<file path="config.mk">
export PLATFORM = sky130hd
export DESIGN_NAME = pwm_sched_queue
export DESIGN_NICKNAME = d
export VERILOG_FILES = /design/src/rtl/pwm_sched_queue.sv
export SDC_FILE = /design/constraint.sdc
export NUM_CORES = 1
export LEC_CHECK = 0
export CAP_MARGIN = 10
export CELL_PAD_IN_SITES_DETAIL_PLACEMENT = 1
export CELL_PAD_IN_SITES_GLOBAL_PLACEMENT = 2
export CORE_MARGIN = 4
export CORE_UTILIZATION = 46
export DETAILED_ROUTE_END_ITERATION = 10
export GPL_TIMING_DRIVEN = 0
export MAX_ROUTING_LAYER = met4
export PLACE_DENSITY_LB_ADDON = 0.1
export SLEW_MARGIN = 10
export SYNTH_ARGS = -nofsm -noshare
export SYNTH_HDL_FRONTEND = slang
export SYNTH_SLANG_ARGS = --single-unit
</file>
<file path="constraint.sdc">
create_clock -name clk -period 15.25 [get_ports clk]
set_clock_uncertainty 0.1 [all_clocks]
set_input_delay 3.8125 -clock clk [delete_from_list [all_inputs] [get_ports clk]]
set_output_delay 3.8125 -clock clk [all_outputs]
set_load 0.05 [all_outputs]
</file>
<file path="src/rtl/pwm_sched_queue.sv">
// ============================================================================
// pwm_sched_queue : timestamped PWM update FIFO; releases each entry as a
//                   one-cycle strobe when systime reaches its timestamp.
//                   Optional counters enabled by `define PWM_SCHED_STATS_EN.
// Revision: 1.0 - initial release
// ============================================================================
`default_nettype none

module pwm_sched_queue #(
    parameter int NPWM        = 12,
    parameter int PWM_BITS    = 26,
    parameter int DEPTH       = 8,
    parameter int LATE_WINDOW = 1000
) (
    input  logic                      clk,
    input  logic                      rst,
    input  logic [31:0]               systime,
    input  logic                      in_valid,
    output logic                      in_ready,
    input  logic [$clog2(NPWM)-1:0]   in_channel,
    input  logic [31:0]               in_time,
    input  logic [PWM_BITS-1:0]       in_value,
    output logic                      in_reject,
    output logic                      upd_valid,
    output logic [$clog2(NPWM)-1:0]   upd_channel,
    output logic [PWM_BITS-1:0]       upd_value,
    output logic                      late,
    output logic [$clog2(DEPTH):0]    count
`ifdef PWM_SCHED_STATS_EN
    ,
    output logic [15:0]               late_cnt,
    output logic [15:0]               reject_cnt
`endif
);

    localparam int C_CHW  = $clog2(NPWM);
    localparam int C_AW   = $clog2(DEPTH);
    localparam int C_CNTW = C_AW + 1;
    localparam logic [C_CHW:0]       C_NPWM     = (C_CHW + 1)'(NPWM);
    localparam logic [C_CNTW-1:0]    C_DEPTH    = C_CNTW'(DEPTH);
    localparam logic signed [31:0]   C_LATE_WIN = 32'(LATE_WINDOW);

    typedef enum logic [1:0] {
        ST_IDLE  = 2'd0,
        ST_WAIT  = 2'd1,
        ST_ISSUE = 2'd2
    } state_t;

    state_t r_state;
    state_t w_state_next;

    logic [C_CHW-1:0]    r_mem_ch   [DEPTH];
    logic [PWM_BITS-1:0] r_mem_val  [DEPTH];
    logic [31:0]         r_mem_time [DEPTH];

    logic [C_AW-1:0]     r_wr_ptr;
    logic [C_AW-1:0]     r_rd_ptr;
    logic [C_CNTW-1:0]   r_count;
    logic [31:0]         r_last_time;

    logic [31:0]         w_head_diff;
    logic                w_due;
    logic                w_late;
    logic                w_drop;
    logic                w_pop;
    logic                w_hs;
    logic                w_chan_ok;
    logic                w_order_ok;
    logic                w_push;
    logic                w_refuse;
    logic [C_CNTW-1:0]   w_count_next;

    // Wrap-aware distance of systime past the head timestamp
    assign w_head_diff = systime - r_mem_time[r_rd_ptr];
    assign w_due       = $signed(w_head_diff) >= 0;
    assign w_late      = $signed(w_head_diff) > C_LATE_WIN;

    assign w_drop = (r_state == ST_WAIT) && w_late;
    assign w_pop  = (r_state == ST_ISSUE) || w_drop;

    // A slot freed by this cycle's pop can be refilled in the same cycle
    assign in_ready   = (r_count < C_DEPTH) || w_pop;
    assign w_hs       = in_valid && in_ready;
    assign w_chan_ok  = {1'b0, in_channel} < C_NPWM;
    assign w_order_ok = (r_count == '0) || ($signed(in_time - r_last_time) >= 0);
    assign w_push     = w_hs && w_chan_ok && w_order_ok;
    assign w_refuse   = w_hs && !(w_chan_ok && w_order_ok);
    assign count      = r_count;

    always_comb begin
        w_count_next = r_count;
        if (w_push && !w_pop) begin
            w_count_next = r_count + 1'b1;
        end else if (!w_push && w_pop) begin
            w_count_next = r_count - 1'b1;
        end
    end

    // A drop returns through IDLE so drops are spaced like issues
    always_comb begin
        w_state_next = r_state;
        case (r_state)
            ST_IDLE: begin
                if (r_count != '0) w_state_next = ST_WAIT;
            end
            ST_WAIT: begin
                if (w_late)     w_state_next = ST_IDLE;
                else if (w_due) w_state_next = ST_ISSUE;
            end
            ST_ISSUE: begin
                w_state_next = (w_count_next != '0) ? ST_WAIT : ST_IDLE;
            end
            default: w_state_next = ST_IDLE;
        endcase
    end

    always_ff @(posedge clk or posedge rst) begin
        if (rst) begin
            r_state     <= ST_IDLE;
            r_wr_ptr    <= '0;
            r_rd_ptr    <= '0;
            r_count     <= '0;
            r_last_time <= '0;
            in_reject   <= 1'b0;
            upd_valid   <= 1'b0;
            late        <= 1'b0;
            upd_channel <= '0;
            upd_value   <= '0;
        end else begin
            r_state   <= w_state_next;
            r_count   <= w_count_next;
            in_reject <= w_refuse;
            late      <= w_drop;
            upd_valid <= (r_state == ST_ISSUE);
            if (r_state == ST_ISSUE) begin
                upd_channel <= r_mem_ch[r_rd_ptr];
                upd_value   <= r_mem_val[r_rd_ptr];
            end
            if (w_push) begin
                r_wr_ptr    <= r_wr_ptr + 1'b1;
                r_last_time <= in_time;
            end
            if (w_pop) begin
                r_rd_ptr <= r_rd_ptr + 1'b1;
            end
        end
    end

    always_ff @(posedge clk) begin
        if (w_push) begin
            r_mem_ch[r_wr_ptr]   <= in_channel;
            r_mem_val[r_wr_ptr]  <= in_value;
            r_mem_time[r_wr_ptr] <= in_time;
        end
    end

`ifdef PWM_SCHED_STATS_EN
    // Saturating event counters
    always_ff @(posedge clk or posedge rst) begin
        if (rst) begin
            late_cnt   <= '0;
            reject_cnt <= '0;
        end else begin
            if (w_drop && (late_cnt != 16'hFFFF))     late_cnt   <= late_cnt + 1'b1;
            if (w_refuse && (reject_cnt != 16'hFFFF)) reject_cnt <= reject_cnt + 1'b1;
        end
    end
`endif

endmodule

`default_nettype wire

</file>
==> run metrics, run 1 <==
Vias 13600; number of H-tree levels 2; first-pass detailed-route iteration total 4; number of placed I/O pins 135; global-route usage over all layers a little over a fifth; maxcap violations 0; part of the power in the clock network 25.7%; pin count of the biggest net entering global routing 50; largest area contributor in the synthesized netlist sky130_fd_sc_hd__edfxtp_1; number of setup violations in the final report 0; number of warnings printed during yosys synthesis 0; height of the chip about 240 um; weighted congestion at the end of routability-driven global placement 0.824; Layout Utilization 56.0%; average size of a mapped cell 17.7 um^2; Reg power frac approximately 34%; Synth Area in Compound Gates 5.52%; DRC viols 0; Core Footprint roughly 0.053 mm^2; time the worst path needs with I/O delays and setup 12.32 ns; synthesized-area fraction occupied by xor and xnor cells 0.712%; area growth from synthesis to layout 20.1%; Post-synth top flop sky130_fd_sc_hd__edfxtp_1; most frequent cell after synthesis sky130_fd_sc_hd__edfxtp_1; final instance area roughly 0.030 mm^2; summed instance area of the synthesized netlist 0.0246 mm^2; floorplan die area between 0.05 and 0.06 mm^2; Setup WS post-layout just under 3 ns; Post-CTS Resized 0; Worst Setup End Kind output port; Setup Crit Path Kind in -> out; mux cell area share after synthesis 15.7%; synthesis-stage register bit count 573; Rows 84; Max Fanout on Critical Path 10; Synth Area in Simple Gates 4.17%; worst rel slew slack 29.4%; clock tree from TritonCTS built; via/cell ratio between 5 and 6; Max Buffers Root-to-Sink 3; number of clock sinks 573; clock-pin slew reported for the worst setup and hold paths after clock tree synthesis 0.06 ns; CP Data Arrival Time 8.41 ns; Fin Hold WS 0.384 ns; instance area at placement 0.0275 mm^2; worst-margin pin slew 1.06 ns; commonest cells in the synthesized netlist sky130_fd_sc_hd__edfxtp_1, sky130_fd_sc_hd__mux4_2, sky130_fd_sc_hd__nand2_1; fraction of synthesized cell area taken by the top area cell type 60.5%; vias in the first global route 14700; WL final 60.1 mm; synthesized-area fraction occupied by adder cells 3.49%; portion of total power attributed to combinational logic 40.4%; number of CTS-inserted buffers 59; maximum achievable frequency 81.2 MHz; Final Cycle Share 80.8%; post-route total power 5.77 mW; startpoint class of the critical path input pin; unrepaired setup endpoints after global routing false; hold violation total from the final report 0; internal power 3.77 mW; Peak supply drop 0.115 mV; total overflow reported by the global router 0; required arrival time at the worst endpoint ~11 ns; number of hold buffers added after CTS 0; horizontal die dimension approximately 240 um; CP max stage cell sky130_fd_sc_hd__clkdlybuf4s50_1; critical-path cell list clkdlybuf4s50_1 -> inv_1 -> ha_1 -> inv_1 -> fa_1 -> nand3_1 -> a21oi_2 -> o21a_1 -> or3_1 -> a211o_1 -> a2111oi_0 -> nand4_1 -> nand4b_4 -> a31oi_4 -> nand2_4 -> clkdlybuf4s50_1; cell at the root of the clock tree sky130_fd_sc_hd__clkbuf_16; dominant combinational cell family by area after synthesis multiplexers; Area contributors post-synth sky130_fd_sc_hd__edfxtp_1, sky130_fd_sc_hd__mux4_2, sky130_fd_sc_hd__dfrtp_1; number of nets at the end of the flow 1827; nets in the synthesized netlist 1556; cell count after synthesis between 1000 and 1500; max-slew violation count 0; status finished clean; clock latency on the worst-skew pair 0.62 ns; half-perimeter wire length after detailed placement about 43 mm; fraction of final layout cells sized beyond drive strength 1 around 22%; antenna violations before repair 4; IO buf count 134; post-CTS setup buffer count 0; share of the yosys chip area belonging to registers roughly two thirds; class of the worst hold path reg -> reg; leakage power summed over all cells 10.4 nW; first-pass GRT wire length 92.1 mm; number of design-rule violations left by the first detailed-router iteration 1027; worst-case setup slack after placement 2.92 ns; Initial Util 46.7%; Switching Fraction roughly a third; per-cell routed wire length 25.0 um; Max stage delay on crit path 0.73 ns; share of synthesized registers carrying an async set or reset 13.4%; number of distinct standard cells referenced by the synthesized netlist 87; count of nets left with antenna violations after detail routing 0; Post-synth EDFFs around 500; Sw Pwr 1.99 mW; Cell Pwr Density ~200 mW/mm^2
[placed cells by master, fill, tap and decap left out, types with 53 or more instances in the layout]
| cell type | instances |
|---|---|
| sky130_fd_sc_hd__mux2i_1 | 64 |
| sky130_fd_sc_hd__clkdlybuf4s50_1 | 134 |
| sky130_fd_sc_hd__nand2_1 | 78 |
| sky130_fd_sc_hd__mux4_2 | 124 |
| sky130_fd_sc_hd__dfrtp_1 | 77 |
| sky130_fd_sc_hd__buf_4 | 53 |
| sky130_fd_sc_hd__clkbuf_16 | 61 |
| sky130_fd_sc_hd__edfxtp_1 | 496 |
| sky130_fd_sc_hd__ha_1 | 67 |
| sky130_fd_sc_hd__o21ai_0 | 63 |
[flip-flops by register name, summed over array words and instances (netlist names)]
| register | flops |
|---|---|
| in_reject | 1 |
| upd_channel | 4 |
| late | 1 |
| r_rd_ptr | 3 |
| count | 4 |
| r_mem_ch | 32 |
| r_state | 2 |
| upd_value | 26 |
| r_mem_val | 208 |
| r_wr_ptr | 3 |
| r_mem_time | 256 |
| upd_valid | 1 |
| r_last_time | 32 |
[final timing paths]
check                                     startpoint                          end  cells after the start  slack, ns
max                                       systime[0]                     in_ready                     16       2.93
min                        upd_value[24]$_DFFE_PP0P_    upd_value[24]$_DFFE_PP0P_                      2       0.38
max reg2reg                  r_rd_ptr[0]$_DFFE_PP0P_   r_mem_val[3][25]$_DFFE_PP_                     22       6.71
min reg2reg                upd_value[24]$_DFFE_PP0P_    upd_value[24]$_DFFE_PP0P_                      2       0.38
max in group asynchronous                        rst  r_last_time[10]$_DFFE_PP0P_                      3      10.90
min in group asynchronous                        rst     upd_value[3]$_DFFE_PP0P_                      2       3.47
[kinds of logic (layout without fill, tap and decap cells)]
family	count (synthesis)	count (layout)
XOR/XNOR	20	20
AO/OA/AOI/OAI	194	194
adder cells (fa/ha/maj)	68	68
buffers and inverters	110	431
AND/OR/NAND/NOR	201	201
flip-flops	573	573
multiplexers	225	225
other	0	5
[cell type report]
cell class / count / area (um^2)
clock buffers: 86 / 1690
clock inverters: 25 / 324
fillers: 4794 / 23200
well taps: 688 / 861
diodes: 5 / 12.5
inverters: 46 / 175
plain buffers: 64 / 349
repair buffers: 210 / 2010
multi-input cells: 708 / 7320
flip-flops and latches: 573 / 16800
[power groups by stage]
stage               combinational (mW)  clock, mW  sequential (mW)
detailed placement                2.35          0             1.99
finish                            2.33       1.48             1.96
floorplan                         1.64          0             2.02
global route                      2.55       1.60             1.97
CTS                               2.37       1.52             1.96
global placement                  2.25          0             2.03
[critical path: cells and delay by family]
kind	cells	cell delay, ns
fa+ha+maj	2	0.60
simple gates	5	1.17
compound gates	5	1.54
buf+inv	4	1.29
[metrics by stage]
stage	std cells	TNS [ns]
after floorplan	1391	0
after global placement	2213	-1770.31
after detailed placement	2289	0
after CTS	2400	0
after global routing	2404	0
final	2405	0
[per-layer routing]
| metal | share of wire, % | vias up | track usage (%) |
|---|---|---|---|
| met2 | 51 | 269 | 36.5 |
| met4 | 1.7 | 0 | 4.31 |
| met3 | 4.3 | 78 | 3.48 |
| met5 | 0 | - | - |
| met1 | 43 | 7131 | 29.4 |
| li1 | - | 6146 | - |
No activity file was read; power rests on OpenSTA's default activity.
==> run 2: changes to the inputs <==
CORE_UTILIZATION = 41   (was 46)
clock period = 11.2 ns   (was 15.25 ns; I/O delays follow)
==> run 2 against run 1 <==
  * Clock-buffer cell count fell by 6
  * Combinational power increased by 36%
  * Global-route usage decreased by 2.3 points
  * Die area grew 12%
  * Sequential share of layout area is 0.063 points higher
  * Power grew 32%
  * Cell count is 2.8% higher
==> run metrics, run 2 (synthesis gave the netlist of run 1 again) <==
Vias 13400; number of nets at the end of the flow approximately 1800; height of the chip 253 um; number of CTS-inserted buffers 57; global route hottest layer met2; Max stage delay on crit path roughly 0.73 ns; number of cells in the finished layout apart from fillers 2473; Max Fanout on Critical Path 10; delay-heaviest family, CP buffers and inverters; clock tree from TritonCTS built; register cell area after layout 0.0168 mm^2; registers with the most flip-flops r_mem_time x256, r_mem_val x208; Setup WS post-layout 0.556 ns; area of combinational cells with multiple inputs 0.00734 mm^2; Worst Setup End Kind output port; clock-pin slew reported for the worst setup and hold paths after clock tree synthesis 0.06 ns; maxcap violations 0; weighted congestion at the end of routability-driven global placement ~0.79; unrepaired setup endpoints after global routing false; Core Footprint 0.0592 mm^2; final instance area about 0.03 mm^2; clock latency on the worst-skew pair 0.60 ns; class of the worst hold path reg -> reg; total overflow reported by the global router 0; floorplan die area 0.0640 mm^2; GR Layer Usage met3 2.93%; Switching Fraction 35.2%; number of hold buffers added after CTS 0; global-route usage over all layers 19.7%; required arrival time at the worst endpoint 8.30 ns; WL final approximately 60 mm; CP Data Arrival Time a little under 8 ns; filler cell count in the final layout 5586; Reg power frac 34.9%; Final TNS setup 0 ns; antenna violations before repair 5; crit path buf inv count 5; count of nets left with antenna violations after detail routing 0; met2 Usage GRT 34.9%; per-cell routed wire length 24.4 um; part of the power in the clock network between 20% and 30%; met1 usage between 20% and 30%; most common cell after layout, fill and taps aside sky130_fd_sc_hd__edfxtp_1; placed instance count 2361; worst-case setup slack after placement 0.733 ns; worst-margin pin slew 1.12 ns; cell at the root of the clock tree sky130_fd_sc_hd__clkbuf_16; maximum achievable frequency around 94 MHz; pin count of the biggest net entering global routing 54; commonest cells after routing, fill and taps aside sky130_fd_sc_hd__edfxtp_1, sky130_fd_sc_hd__clkdlybuf4s50_1, sky130_fd_sc_hd__mux4_2, sky130_fd_sc_hd__nand2_1, sky130_fd_sc_hd__dfrtp_1; CP max stage cell sky130_fd_sc_hd__clkdlybuf4s50_1; worst rel slew slack 25.4%; Initial Util ~42%; instance area at placement 0.0277 mm^2; Peak supply drop about 0.13 mV; critical-path cell list clkbuf_1 -> clkbuf_1 -> clkbuf_1 -> mux4_2 -> mux2i_1 -> ha_1 -> clkbuf_1 -> a21oi_1 -> o21ai_1 -> a211oi_1 -> o211ai_1 -> a211o_1 -> a2111oi_0 -> nand4_1 -> nand4b_4 -> a31oi_4 -> nand2_4 -> clkdlybuf4s50_1; number of setup violations in the final report 0; area growth from synthesis to layout 20.0%; first-pass detailed-route iteration total 4; startpoint class of the critical path register; horizontal die dimension 253 um; leakage power summed over all cells 10.3 nW; Final Cycle Share ~95%; DRC viols 0; time the worst path needs with I/O delays and setup 10.64 ns; Sw Pwr approximately 2.7 mW; Post-CTS Resized 0; via/cell ratio 5.41; status finished clean; post-route total power 7.64 mW; register ranked first by flip-flop count r_mem_time; fraction of final layout cells sized beyond drive strength 1 21.3%; number of clock sinks 573; Rows 89; Max Buffers Root-to-Sink 3; cell type with the highest occurrence count on the critical path sky130_fd_sc_hd__clkbuf_1; hold violation total from the final report 0; Fin Hold WS 0.383 ns; portion of total power attributed to combinational logic 41.5%; first-pass GRT wire length 92.2 mm; Cell Pwr Density 259 mW/mm^2; IO buf count 134; Largest register FFs around 260; max-slew violation count 0; number of placed I/O pins 135; number of design-rule violations left by the first detailed-router iteration between 700 and 800; vias in the first global route 14900; half-perimeter wire length after detailed placement 43.7 mm; internal power 4.95 mW; post-CTS setup buffer count 0; number of H-tree levels 2; Setup Crit Path Kind reg -> out; Layout Utilization between 40% and 50%
run 2: changes by cell type in the layout (fill, tap and decap cells not counted), sizes merged:
cell	before	now
bufinv	7	0
clkbuf	119	117
clkinvlp	2	5
buf	107	90
clkinv	14	19
inv	48	49
run 2: final cells by class:
type	count	area share, %
Buffer	64	1.21
Multi-Input combinational cell	708	24.9
Tap cell	773	3.28
Sequential cell	573	57.0
Clock buffer	80	5.46
Timing Repair Buffer	197	7.06
Clock inverter	27	0.521
Inverter	46	0.593
Antenna cell	5	0.0424
run 2: power by group through the flow:
| stage | sequential, mW | clock [mW] | combinational, mW |
|---|---|---|---|
| after floorplan | 2.74 | 0 | 2.23 |
| after global placement | 2.75 | 0 | 3.11 |
| after detailed placement | 2.71 | 0 | 3.23 |
| after CTS | 2.67 | 1.85 | 3.24 |
| after global routing | 2.69 | 1.94 | 3.49 |
| final | 2.67 | 1.80 | 3.17 |
run 2: path summary, 6_finish.rpt:
path,depth (start not counted),slack [ns],end,start
max,18,0.56,in_ready,r_rd_ptr[1]$_DFFE_PP0P_
min,2,0.38,upd_value[16]$_DFFE_PP0P_,upd_value[16]$_DFFE_PP0P_
max reg2reg,23,3.16,r_mem_val[5][11]$_DFFE_PP_,r_rd_ptr[1]$_DFFE_PP0P_
min reg2reg,2,0.38,upd_value[16]$_DFFE_PP0P_,upd_value[16]$_DFFE_PP0P_
max in group asynchronous,3,7.89,upd_value[3]$_DFFE_PP0P_,rst
min in group asynchronous,2,2.45,r_last_time[1]$_DFFE_PP0P_,rst
run 2: worst register-to-register path, stage by stage (launching register included):
cell,delay [ns]
sky130_fd_sc_hd__dfrtp_1,0.35
sky130_fd_sc_hd__clkbuf_1,0.37
sky130_fd_sc_hd__clkbuf_1,0.66
sky130_fd_sc_hd__buf_1,0.68
sky130_fd_sc_hd__mux4_2,0.40
sky130_fd_sc_hd__mux2i_1,0.58
sky130_fd_sc_hd__ha_1,0.27
sky130_fd_sc_hd__nor2_1,0.08
sky130_fd_sc_hd__a211oi_4,0.36
sky130_fd_sc_hd__o211ai_1,0.23
sky130_fd_sc_hd__a21o_2,0.25
sky130_fd_sc_hd__a2111oi_0,0.57
sky130_fd_sc_hd__a2111oi_0,0.21
sky130_fd_sc_hd__nand4_1,0.23
sky130_fd_sc_hd__nand4b_4,0.24
sky130_fd_sc_hd__a31oi_4,0.22
sky130_fd_sc_hd__nand2_4,0.19
sky130_fd_sc_hd__nand2_2,0.10
sky130_fd_sc_hd__buf_6,0.20
sky130_fd_sc_hd__buf_6,0.17
sky130_fd_sc_hd__nor3_2,0.59
sky130_fd_sc_hd__buf_6,0.25
sky130_fd_sc_hd__buf_4,0.22
sky130_fd_sc_hd__buf_4,0.21
run 2: per-layer routing:
layer / share of wire [%] / vias up
li1: - / 6096
met5: 0 / -
met4: 2.5 / 0
met3: 3.8 / 90
met1: 40 / 6982
met2: 53 / 221
==> run 3: changes to the inputs <==
ABC_CLOCK_PERIOD_IN_PS = 11200   (was not set)
==> results of run 3 <==
Final layout, timing and power as in run 2 (identical DEF).
